**src/rtl/pipe_stage_buffer.sv**
```systemverilog
// Elastic pipeline-stage buffer: DEPTH-entry circular FIFO with valid/ready
// handshakes on both sides, flush/hold controls and a saturating stall counter.
module pipe_stage_buffer #(
  parameter int WIDTH   = 64,
  parameter int DEPTH   = 2,
  parameter int STALL_W = 16
) (
  input  logic                       clk,
  input  logic                       rst_n,
  input  logic                       in_valid,
  output logic                       in_ready,
  input  logic [WIDTH-1:0]           in_data,
  output logic                       out_valid,
  input  logic                       out_ready,
  output logic [WIDTH-1:0]           out_data,
  input  logic                       flush,
  input  logic                       hold,
  output logic [$clog2(DEPTH+1)-1:0] count,
  output logic [STALL_W-1:0]         stall_cnt
);

  localparam int CNT_W = $clog2(DEPTH + 1);
  // A single-entry buffer still needs a 1-bit pointer; it simply never moves.
  localparam int PTR_W = (DEPTH > 1) ? $clog2(DEPTH) : 1;
  localparam logic [CNT_W-1:0] DEPTH_C  = CNT_W'(DEPTH);
  localparam logic [PTR_W-1:0] LAST_PTR = PTR_W'(DEPTH - 1);

  logic [WIDTH-1:0]   r_mem [DEPTH];
  logic [PTR_W-1:0]   r_wp;
  logic [PTR_W-1:0]   r_rp;
  logic [CNT_W-1:0]   r_count;
  logic [STALL_W-1:0] r_stall;

  logic w_push;
  logic w_pop;
  logic w_stall;

  function automatic logic [PTR_W-1:0] next_ptr(input logic [PTR_W-1:0] p);
    return (p == LAST_PTR) ? '0 : p + PTR_W'(1);
  endfunction

  // Handshake outputs depend only on registered state and the control inputs,
  // so there is no combinational path from out_ready to in_ready.
  assign in_ready  = rst_n && !flush && (r_count < DEPTH_C);
  assign out_valid = rst_n && (r_count != '0) && !hold && !flush;
  assign out_data  = r_mem[r_rp];

  assign w_push  = in_valid && in_ready;
  assign w_pop   = out_valid && out_ready;
  assign w_stall = (r_count != '0) && !flush && (hold || !out_ready);

  assign count     = r_count;
  assign stall_cnt = r_stall;

  // NOTE: sequential state uses non-blocking assignments so every register
  // samples the pre-edge values, independent of statement order.
  always_ff @(posedge clk) begin
    if (!rst_n) begin
      r_wp    <= '0;
      r_rp    <= '0;
      r_count <= '0;
    end else if (flush) begin
      r_wp    <= '0;
      r_rp    <= '0;
      r_count <= '0;
    end else begin
      if (w_push) r_wp <= next_ptr(r_wp);
      if (w_pop)  r_rp <= next_ptr(r_rp);
      case ({w_push, w_pop})
        2'b10:   r_count <= r_count + CNT_W'(1);
        2'b01:   r_count <= r_count - CNT_W'(1);
        default: r_count <= r_count;
      endcase
    end
  end

  // NOTE: the payload array is cleared on reset so out_data reads 0 afterwards;
  // flush deliberately leaves it untouched since only the pointers matter.
  always_ff @(posedge clk) begin
    if (!rst_n) begin
      for (int i = 0; i < DEPTH; i++) r_mem[i] <= '0;
    end else if (w_push) begin
      r_mem[r_wp] <= in_data;
    end
  end

  // Stall counter survives flush; only reset clears it.
  always_ff @(posedge clk) begin
    if (!rst_n) begin
      r_stall <= '0;
    end else if (w_stall && (r_stall != '1)) begin
      r_stall <= r_stall + STALL_W'(1);
    end
  end

endmodule
```
**config.mk**
```make
export PLATFORM = sky130hd
export DESIGN_NAME = pipe_stage_buffer
export DESIGN_NICKNAME = d
export VERILOG_FILES = /design/src/rtl/pipe_stage_buffer.sv
export SDC_FILE = /design/constraint.sdc
export NUM_CORES = 1
export LEC_CHECK = 0
export CAP_MARGIN = 20
export CORE_MARGIN = 2
export CORE_UTILIZATION = 33
export CTS_CLUSTER_SIZE = 25
export DETAILED_ROUTE_END_ITERATION = 8
export PLACE_DENSITY_LB_ADDON = 0.12
export SLEW_MARGIN = 20
export SYNTH_ARGS = -nofsm -noshare
export SYNTH_HDL_FRONTEND = slang
export SYNTH_SLANG_ARGS = --single-unit
```
**constraint.sdc**
```tcl
create_clock -name clk -period 6.15 [get_ports clk]
set_input_delay 0.615 -clock clk [delete_from_list [all_inputs] [get_ports clk]]
set_output_delay 0.615 -clock clk [all_outputs]
set_load 0.1 [all_outputs]
```
Word level (Yosys, flattened, before mapping) --
Memory sizes are Yosys's and may differ from the RTL's. A register that Yosys moved wholly into a read port is not among the register bits. Index checks and enable logic that the tools add are counted.
Cells by class: $add $sub $neg 5, magnitude comparators 1, equality and inequality tests 3, multiplexer cells 12, bitwise logic cells 1, reduce and logical (&&, ||, !) cells 18
Operators with widths (count):
- 2-to-1 mux 64 bit | 1
- OR reduction 64 bit | 1
- adder 16 x 1 -> 16 bit (second input constant) | 1
- != test 16 bit (second input constant) | 1
- logical AND 1 bit | 10
- 2-to-1 mux 1 bit | 10
- one-hot mux 2 bit (2 select lines) | 1
- nonzero test 2 bit | 2
- zero test 1 bit | 3
- adder 1 bit (second input constant) | 2
- adder 2 x 1 -> 2 bit (second input constant) | 1
- == test 2 x 1 -> 1 bit (second input constant) | 1
- == test 2 bit (second input constant) | 1
- < comparator 2 bit (second input constant) | 1
- OR reduction 2 bit | 1
- subtractor 2 x 1 -> 2 bit (second input constant) | 1
- logical OR 1 bit | 1
- NOT 1 bit | 1
Storage, ports and cells: bits in registers 20, memory bits (writable) 128, logic and storage cells 45, memories kept 1
Memory list:
- r_mem | words 2, width 64, read ports 1, clocked after memory_dff 1, write ports 2, RTL line 28 | logic [WIDTH-1:0] r_mem [DEPTH];

Depth between registers and ports, before layout --
Gate-level depths: netlist (run 1).
depth in word-level cells 9, mapped depth 6, depth with buffers taken out 6

Worst setup path before layout (run 1) --
OpenSTA, ideal clock, no wires.
path type register to register, from reg r_count[1], in the netlist count[1], to mem r_mem[0][0] (enable), arrival time 6921 ps, path slack -1346 ps, stages on the path, launching flop included 4, buffers on the path 0, clock period less this slack 7496 ps, path through dfxtp_1 nor3b_2 nand2_1 o21ai_0
RTL lines:
- start, declared | RTL line 31 | logic [CNT_W-1:0] r_count;
- start signal, assigned | RTL line 70 | 2'b10: r_count <= r_count + CNT_W'(1);
- start signal, assigned | RTL line 71 | 2'b01: r_count <= r_count - CNT_W'(1);
- start signal, assigned | RTL line 72 | default: r_count <= r_count;
- end, declared | RTL line 28

Worst setup path after layout (run 1) --
from in rst_n, to out out_valid
Between the ends: cells in the longest elaborated chain, start to end 3
Ends and longest elaborated chain:
- start, declared | RTL line 9 | input logic rst_n,
- logical AND 1 bit (3 in series) | RTL line 45 | assign out_valid = rst_n && (r_count != '0) && !hold && !flush;
- end, declared | RTL line 13 | output logic out_valid,
Every way passes these cells.

==> summary.txt, run 1 <==
run status: finished clean
Synth Cell Area: 6570 µm²
number of endpoints with negative hold slack in the final report: 0
Skew-Pair Late Insertion Delay: 0.41 ns
I/O pin count: 154
Buf/Inv on CP: 2
HPWL after DPL: 8920 µm
number of global-route vias before repair: 4474
filler-free cell count of the finished design: 900
reported max-cap violation count: 0
portion of the clock cycle consumed by the worst path in the final layout: 0.684
final critical delay including setup and external delays: 4.21 ns
Fin Setup TNS: 0 ns
worst hold path cell count: 2
reg-to-reg setup timing slack: 3.51 ns
number of library cell types mapped by synthesis: 39
die area: 21000 µm²
highest fanout seen on the critical path: 27
Req. time, crit path: 5.53 ns
static leakage power: 0.00323 µW
arrival time of data at the critical path endpoint: 3.59 ns
biggest cell delay along the critical path: 1.17 ns
Die X: 145 µm
number of clock sinks seen by CTS: 149
CTS tree: built
Residual DRC: 0
launch instance of the worst register-to-register path: count[1]$_SDFFE_PP0P_
number of cells on the worst reg-to-reg path: 4
number of buffers added for setup after CTS: 0
total placed instance area: 8390 µm²
Hold Crit Class: register to register
final layout net count: 696
clk slew on worst S/H paths: 0.06 ns
Yosys reg bits: 149
worst min-delay path endpoint: stall_cnt[11]$_SDFFE_PN0P_
area share of the largest cell type after synthesis: 0.585
worst vdd rail ir drop: 0.183 mV
growth of design area from synthesis to finish: 36.4%
total via count after detailed routing: 4202
parity-gate share of the synthesized area counting xor and xnor cells: 0.00533
Fillers: 1827
most frequent cells after synthesis: 129 x sky130_fd_sc_hd__and2_1, 128 x sky130_fd_sc_hd__edfxtp_1, 64 x sky130_fd_sc_hd__mux2_2
complex-gate fraction of the synthesized area: 0.0208
fraction of layout instances using a drive strength above 1: 0.157
element type at the critical path end: primary output
die height: 145 µm
worst flop-to-flop path endpoint: r_mem[1][42]$_SDFFCE_PN0P_
final RePlAce weighted congestion: 0.758
Startpoint Class: input port
most instantiated library cell after synthesis: sky130_fd_sc_hd__and2_1
yosys synthesis warning count: 0
mean instance size in the synthesized netlist: 13.9 µm²
number of enable-type register cells in the synthesized netlist: 128
Min-Delay Startpoint: stall_cnt[11]$_SDFFE_PN0P_
list of cells traversed by the critical path: clkdlybuf4s50_1 > nand2b_1 > nor3_1 > clkdlybuf4s50_1
number of buffers created by CTS: 17
area leader, netlist: sky130_fd_sc_hd__edfxtp_1
pin count of the biggest net entering global routing: 66
clock tree root buffer cell: sky130_fd_sc_hd__clkbuf_16
H-tree levels: 4
peak clock frequency supported by timing: 0.238 GHz
setup violation total in the final timing report: 0
Max-Slew Margin vs Limit: 0.304
transition time at the pin with the least slew margin: 1.04 ns
global-route wire length before repair: 23300 µm
Max Clock Skew: 0.00856 ns
ANT nets after route: 0
cell area power density: 284 nW/µm²
Critical Path Most Common Cell: sky130_fd_sc_hd__clkdlybuf4s50_1
Post-Synthesis Net Count: 545
family with the most delay on the worst path: buffers and inverters
area fraction in and, or, nand and nor cells after synthesis: 0.183
share of synthesized flip-flops with an asynchronous set or reset: 0
mux share of post-synthesis cell area: 0.122
post-synthesis adder-cell area fraction: 0.00381
Resized Gates After CTS: 0
total grt overflow: 0
Detailed Route WL: 14800 µm
cell types occupying the most area after synthesis: sky130_fd_sc_hd__edfxtp_1 59%, sky130_fd_sc_hd__and2_1 12%, sky130_fd_sc_hd__mux2_2 11%
Initial Utilization: 0.336
Mapped Cells: 473
area of the placeable core: 19500 µm²
Slew Viols, Final: 0
sequential area share after synthesis: 0.649
total placed cells including tap cells: 870
dominant combinational cell family by area after synthesis: simple AND/OR/NAND/NOR gates
Power, Total: 2550 µW
initial DRC count: 182
standard-cell row count: 51
number of buffers on the longest clock path: 2
routed len/inst: 16.4 µm
Slowest cell on crit path: sky130_fd_sc_hd__clkdlybuf4s50_1
number of detailed-route iterations in the first pass: 4
average via count per standard cell: 4.67
antenna violations before repair: 0
type of the worst setup path: input port to primary output
setup repair after global routing missed its margin: no
Post-CTS Hold Buffers: 0
flip-flop cell with the highest count after synthesis: sky130_fd_sc_hd__edfxtp_1
antenna fix cells: 0
Overall Global Routing Usage: 0.142
final standard cell area without fillers: 8960 µm²
IO Port Bufs: 153
cell type report:
| class | count | area, µm² | area share |
|---|---|---|---|
| clock buffers | 17 | 425 | 0.0475 |
| clock inverters | 13 | 140 | 0.0156 |
| inverters | 3 | 11.3 | 0.00126 |
| multi-input cells | 297 | 2230 | 0.249 |
| flip-flops and latches | 149 | 4270 | 0.476 |
| well taps | 265 | 332 | 0.0370 |
| repair buffers | 156 | 1550 | 0.173 |
placed cells by master (no fill, tap or decap), types with 3 or more instances in the layout:
cell type	instances
sky130_fd_sc_hd__nand3_1	4
sky130_fd_sc_hd__or3_1	3
sky130_fd_sc_hd__nor2_1	7
sky130_fd_sc_hd__clkinv_1	5
sky130_fd_sc_hd__o21ai_0	3
sky130_fd_sc_hd__and2_1	129
sky130_fd_sc_hd__nand2_1	17
sky130_fd_sc_hd__clkbuf_16	17
sky130_fd_sc_hd__nor3_1	3
sky130_fd_sc_hd__clkinv_2	3
sky130_fd_sc_hd__xnor2_1	3
sky130_fd_sc_hd__bufinv_16	3
sky130_fd_sc_hd__clkdlybuf4s50_1	153
sky130_fd_sc_hd__nor4_1	3
sky130_fd_sc_hd__mux2i_1	8
sky130_fd_sc_hd__buf_4	3
sky130_fd_sc_hd__nand2b_1	11
sky130_fd_sc_hd__mux2_2	64
sky130_fd_sc_hd__a21oi_1	3
sky130_fd_sc_hd__and4_1	3
sky130_fd_sc_hd__nand4_1	7
sky130_fd_sc_hd__edfxtp_1	128
sky130_fd_sc_hd__inv_1	3
sky130_fd_sc_hd__dfxtp_1	20
state kept, by name, summed over array words and instances, names as in the netlist, named ones only:
| name | cells |
|---|---|
| count | 2 |
| r_mem | 128 |
| r_rp | 1 |
| r_wp | 1 |
| stall_cnt | 16 |
per-layer routing:
metal,global-route usage,routed length (µm),vias to the layer above
met5,0,0,-
met1,0.173,6570,2079
met4,0.0426,150,0
met3,0.0387,704,12
li1,-,-,2000
met2,0.246,7360,111
worst max path at each step:
stage                           from                    endpoint  slack [ns]  depth (start not counted)
5_1_grt                        rst_n                   out_valid        1.76                          4
3_3_place_gp                   rst_n  r_mem[1][40]$_SDFFCE_PN0P_        1.95                          5
3_5_place_dp                   rst_n  r_mem[1][35]$_SDFFCE_PN0P_        1.93                          5
6_report                       rst_n                   out_valid        1.94                          4
4_1_cts                        rst_n                   out_valid        1.95                          4
2_1_floorplan  count[1]$_SDFFE_PP0P_   r_mem[0][0]$_SDFFCE_PN0P_        0.38                          3
where the power goes:
part / internal [µW] / switching [µW] / total (µW)
combinational: 113 / 272 / 385
sequential: 1140 / 10.7 / 1150
clock: 625 / 385 / 1010
total: 1880 / 668 / 2550
through the flow:
step                 util  hold slack [ns]  setup slack (ns)
finish              0.459            0.503              1.94
CTS                 0.459            0.515              1.95
floorplan               -            0.481             0.375
detailed placement  0.430            0.503              1.93
global placement    0.430            0.487              1.95
global route        0.459            0.546              1.76
cells by family after synthesis:
logic type | after synthesis
simple gates | 200
flops | 149
mux | 72
buf+inv | 27
compound gates | 19
xor+xnor | 4
fa+ha+maj | 2
worst register-to-register path: cells and delay by family, from the launching register on:
kind	cells	cell delay, ns
buf+inv	1	0.49
flops	1	0.38
simple gates	3	1.36
(Power assumes the default switching activity.)
==> run 2, diff against run 1 <==
==> constraint.sdc (replaced) <==
create_clock -name clk -period 3.7 [get_ports clk]
set_input_delay 0.37 -clock clk [delete_from_list [all_inputs] [get_ports clk]]
set_output_delay 0.37 -clock clk [all_outputs]
set_load 0.1 [all_outputs]
==> run 2 against run 1 <==
Non-clock buffer count is 4 higher. Worst hold slack better by 0.0010 ns. First-iteration DRC count is 4.9% higher. Total power is 67% higher. Setup slack worse by 0.78 ns. Combinational power is 63% higher.
==> summary.txt, run 2 (synthesis results as in run 1) <==
Skew-Pair Late Insertion Delay: 0.42 ns (about the same)
Buf/Inv on CP: 1 (-1)
number of clock sinks seen by CTS: 149 (unchanged)
I/O pin count: 154 (unchanged)
portion of the clock cycle consumed by the worst path in the final layout: 0.687
total placed instance area: 8280 µm² (-1.4%)
final layout net count: 700 (+0.57%)
total grt overflow: 0 (unchanged)
worst vdd rail ir drop: 0.317 mV (+73%)
worst hold slack: 0.504 ns (+0.00102 ns)
routed len/inst: 16.6 µm (+0.83%)
list of cells traversed by the critical path: clkdlybuf4s50_1
Overall Global Routing Usage: 0.146 (+0.00367)
number of buffers added for setup after CTS: 0 (unchanged)
Slowest cell on crit path: sky130_fd_sc_hd__clkdlybuf4s50_1
Max-Slew Margin vs Limit: 0.341 (+0.0371)
flip-flop count of the largest register after layout: 128 (unchanged)
largest register by flop count: r_mem
initial DRC count: 191 (+4.9%)
Initial Utilization: 0.336 (unchanged)
Post-CTS Hold Buffers: 0 (unchanged)
cell area power density: 480 nW/µm² (+69%)
ANT nets after route: 0 (unchanged)
global-route wire length before repair: 23900 µm (+2.8%)
Startpoint Class: register
Detailed Route WL: 15000 µm (+1.6%)
pin count of the biggest net entering global routing: 65 (-1.5%)
clock tree root buffer cell: sky130_fd_sc_hd__clkbuf_16
Req. time, crit path: 3.33 ns (-2.20 ns)
final RePlAce weighted congestion: 0.731 (-3.5%)
CTS tree: built
final standard cell area without fillers: 8860 µm² (-1.1%)
reg-to-reg setup timing slack: 1.52 ns (-1.99 ns)
peak clock frequency supported by timing: 0.393 GHz
total via count after detailed routing: 4206 (+0.095%)
IO Port Bufs: 153 (unchanged)
number of global-route vias before repair: 4348 (-2.8%)
Resized Gates After CTS: 0 (unchanged)
highest fanout seen on the critical path: 7 (-74%)
most frequent standard cell in the layout excluding fill and tap cells: sky130_fd_sc_hd__and2_1
element type at the critical path end: primary output
Register Area: 4270 µm² (unchanged)
final critical delay including setup and external delays: 2.54 ns
transition time at the pin with the least slew margin: 0.985 ns (-0.0555 ns)
fraction of layout instances using a drive strength above 1: 0.275 (+0.117)
reported max-cap violation count: 0 (unchanged)
die area: 21000 µm² (unchanged)
setup violation total in the final timing report: 0 (unchanged)
area of the placeable core: 19500 µm² (unchanged)
Multi-input gate area: 2240 µm² (+0.28%)
Slew Viols, Final: 0 (unchanged)
family with the most delay on the worst path: buffers and inverters
Max Clock Skew: 0.00652 ns (-0.00203 ns)
post-placement setup slack: 1.05 ns (-0.871 ns)
Fin Setup TNS: 0 ns (unchanged)
type of the worst setup path: register to primary output
standard-cell row count: 51 (unchanged)
Fillers: 1856 (+1.6%)
static leakage power: 0.00335 µW (+3.4%)
number of detailed-route iterations in the first pass: 4 (unchanged)
HPWL after DPL: 9350 µm (+4.8%)
number of buffers on the longest clock path: 2 (unchanged)
run status: finished clean
average via count per standard cell: 4.64 (-0.68%)
number of endpoints with negative hold slack in the final report: 0 (unchanged)
antenna violations before repair: 1 (+1)
Hold Crit Class: register to register
setup slack after layout: 1.16 ns (-0.784 ns)
Residual DRC: 0 (unchanged)
setup repair after global routing missed its margin: no
clk slew on worst S/H paths: 0.06 ns (about the same)
number of buffers created by CTS: 17 (unchanged)
die height: 145 µm (unchanged)
H-tree levels: 4 (unchanged)
Die X: 145 µm (unchanged)
final core occ: 0.454 (-0.00493)
biggest cell delay along the critical path: 1.22 ns (+0.05 ns)
top library cells by usage in the layout, fill and taps aside: 129 x sky130_fd_sc_hd__and2_1, 128 x sky130_fd_sc_hd__edfxtp_1, 87 x sky130_fd_sc_hd__clkdlybuf4s50_1, 72 x sky130_fd_sc_hd__buf_4, 64 x sky130_fd_sc_hd__mux2_2
arrival time of data at the critical path endpoint: 2.17 ns (-1.42 ns)
growth of design area from synthesis to finish: 34.9%
-- run 2: worst paths after layout --
kind | start | depth (start not counted) | endpoint
hold / removal | stall_cnt[1]$_SDFFE_PN0P_ | 2 | stall_cnt[1]$_SDFFE_PN0P_
setup / recovery | count[1]$_SDFFE_PP0P_ | 1 | count[1]
hold reg to reg | stall_cnt[1]$_SDFFE_PN0P_ | 2 | stall_cnt[1]$_SDFFE_PN0P_
setup reg to reg | stall_cnt[0]$_SDFFE_PN0P_ | 5 | stall_cnt[10]$_SDFFE_PN0P_
-- run 2: where the power goes --
| group | switching (µW) | internal (µW) |
|---|---|---|
| logic | 453 | 176 |
| registers | 17.9 | 1900 |
| clock network | 711 | 1000 |
| total | 1180 | 3070 |
-- run 2: area by class of cell --
type                       instances  share of cell area
sequential                       149               0.482
multi-input combinational        297               0.252
timing repair buffer             160               0.161
clock buffer                      18              0.0484
tap                              265              0.0374
clock inverter                    14              0.0174
inverter                           3             0.00127
antenna                            1            0.000282
-- run 2: stage by stage --
stage | power [µW] | cells
3_5_place_dp | 2590 | 874
3_3_place_gp | 2580 | 874
6_report | 4250 | 907
5_1_grt | 4390 | 907
2_1_floorplan | 2390 | 473
4_1_cts | 4310 | 906
-- run 2: routing by layer --
layer | GRT usage | share of wire | vias to the layer above
met2 | 0.242 | 0.49 | 130
met5 | 0 | 0 | -
li1 | - | - | 2014
met1 | 0.179 | 0.43 | 2045
met4 | 0.0510 | 0.017 | 0
met3 | 0.0465 | 0.067 | 17
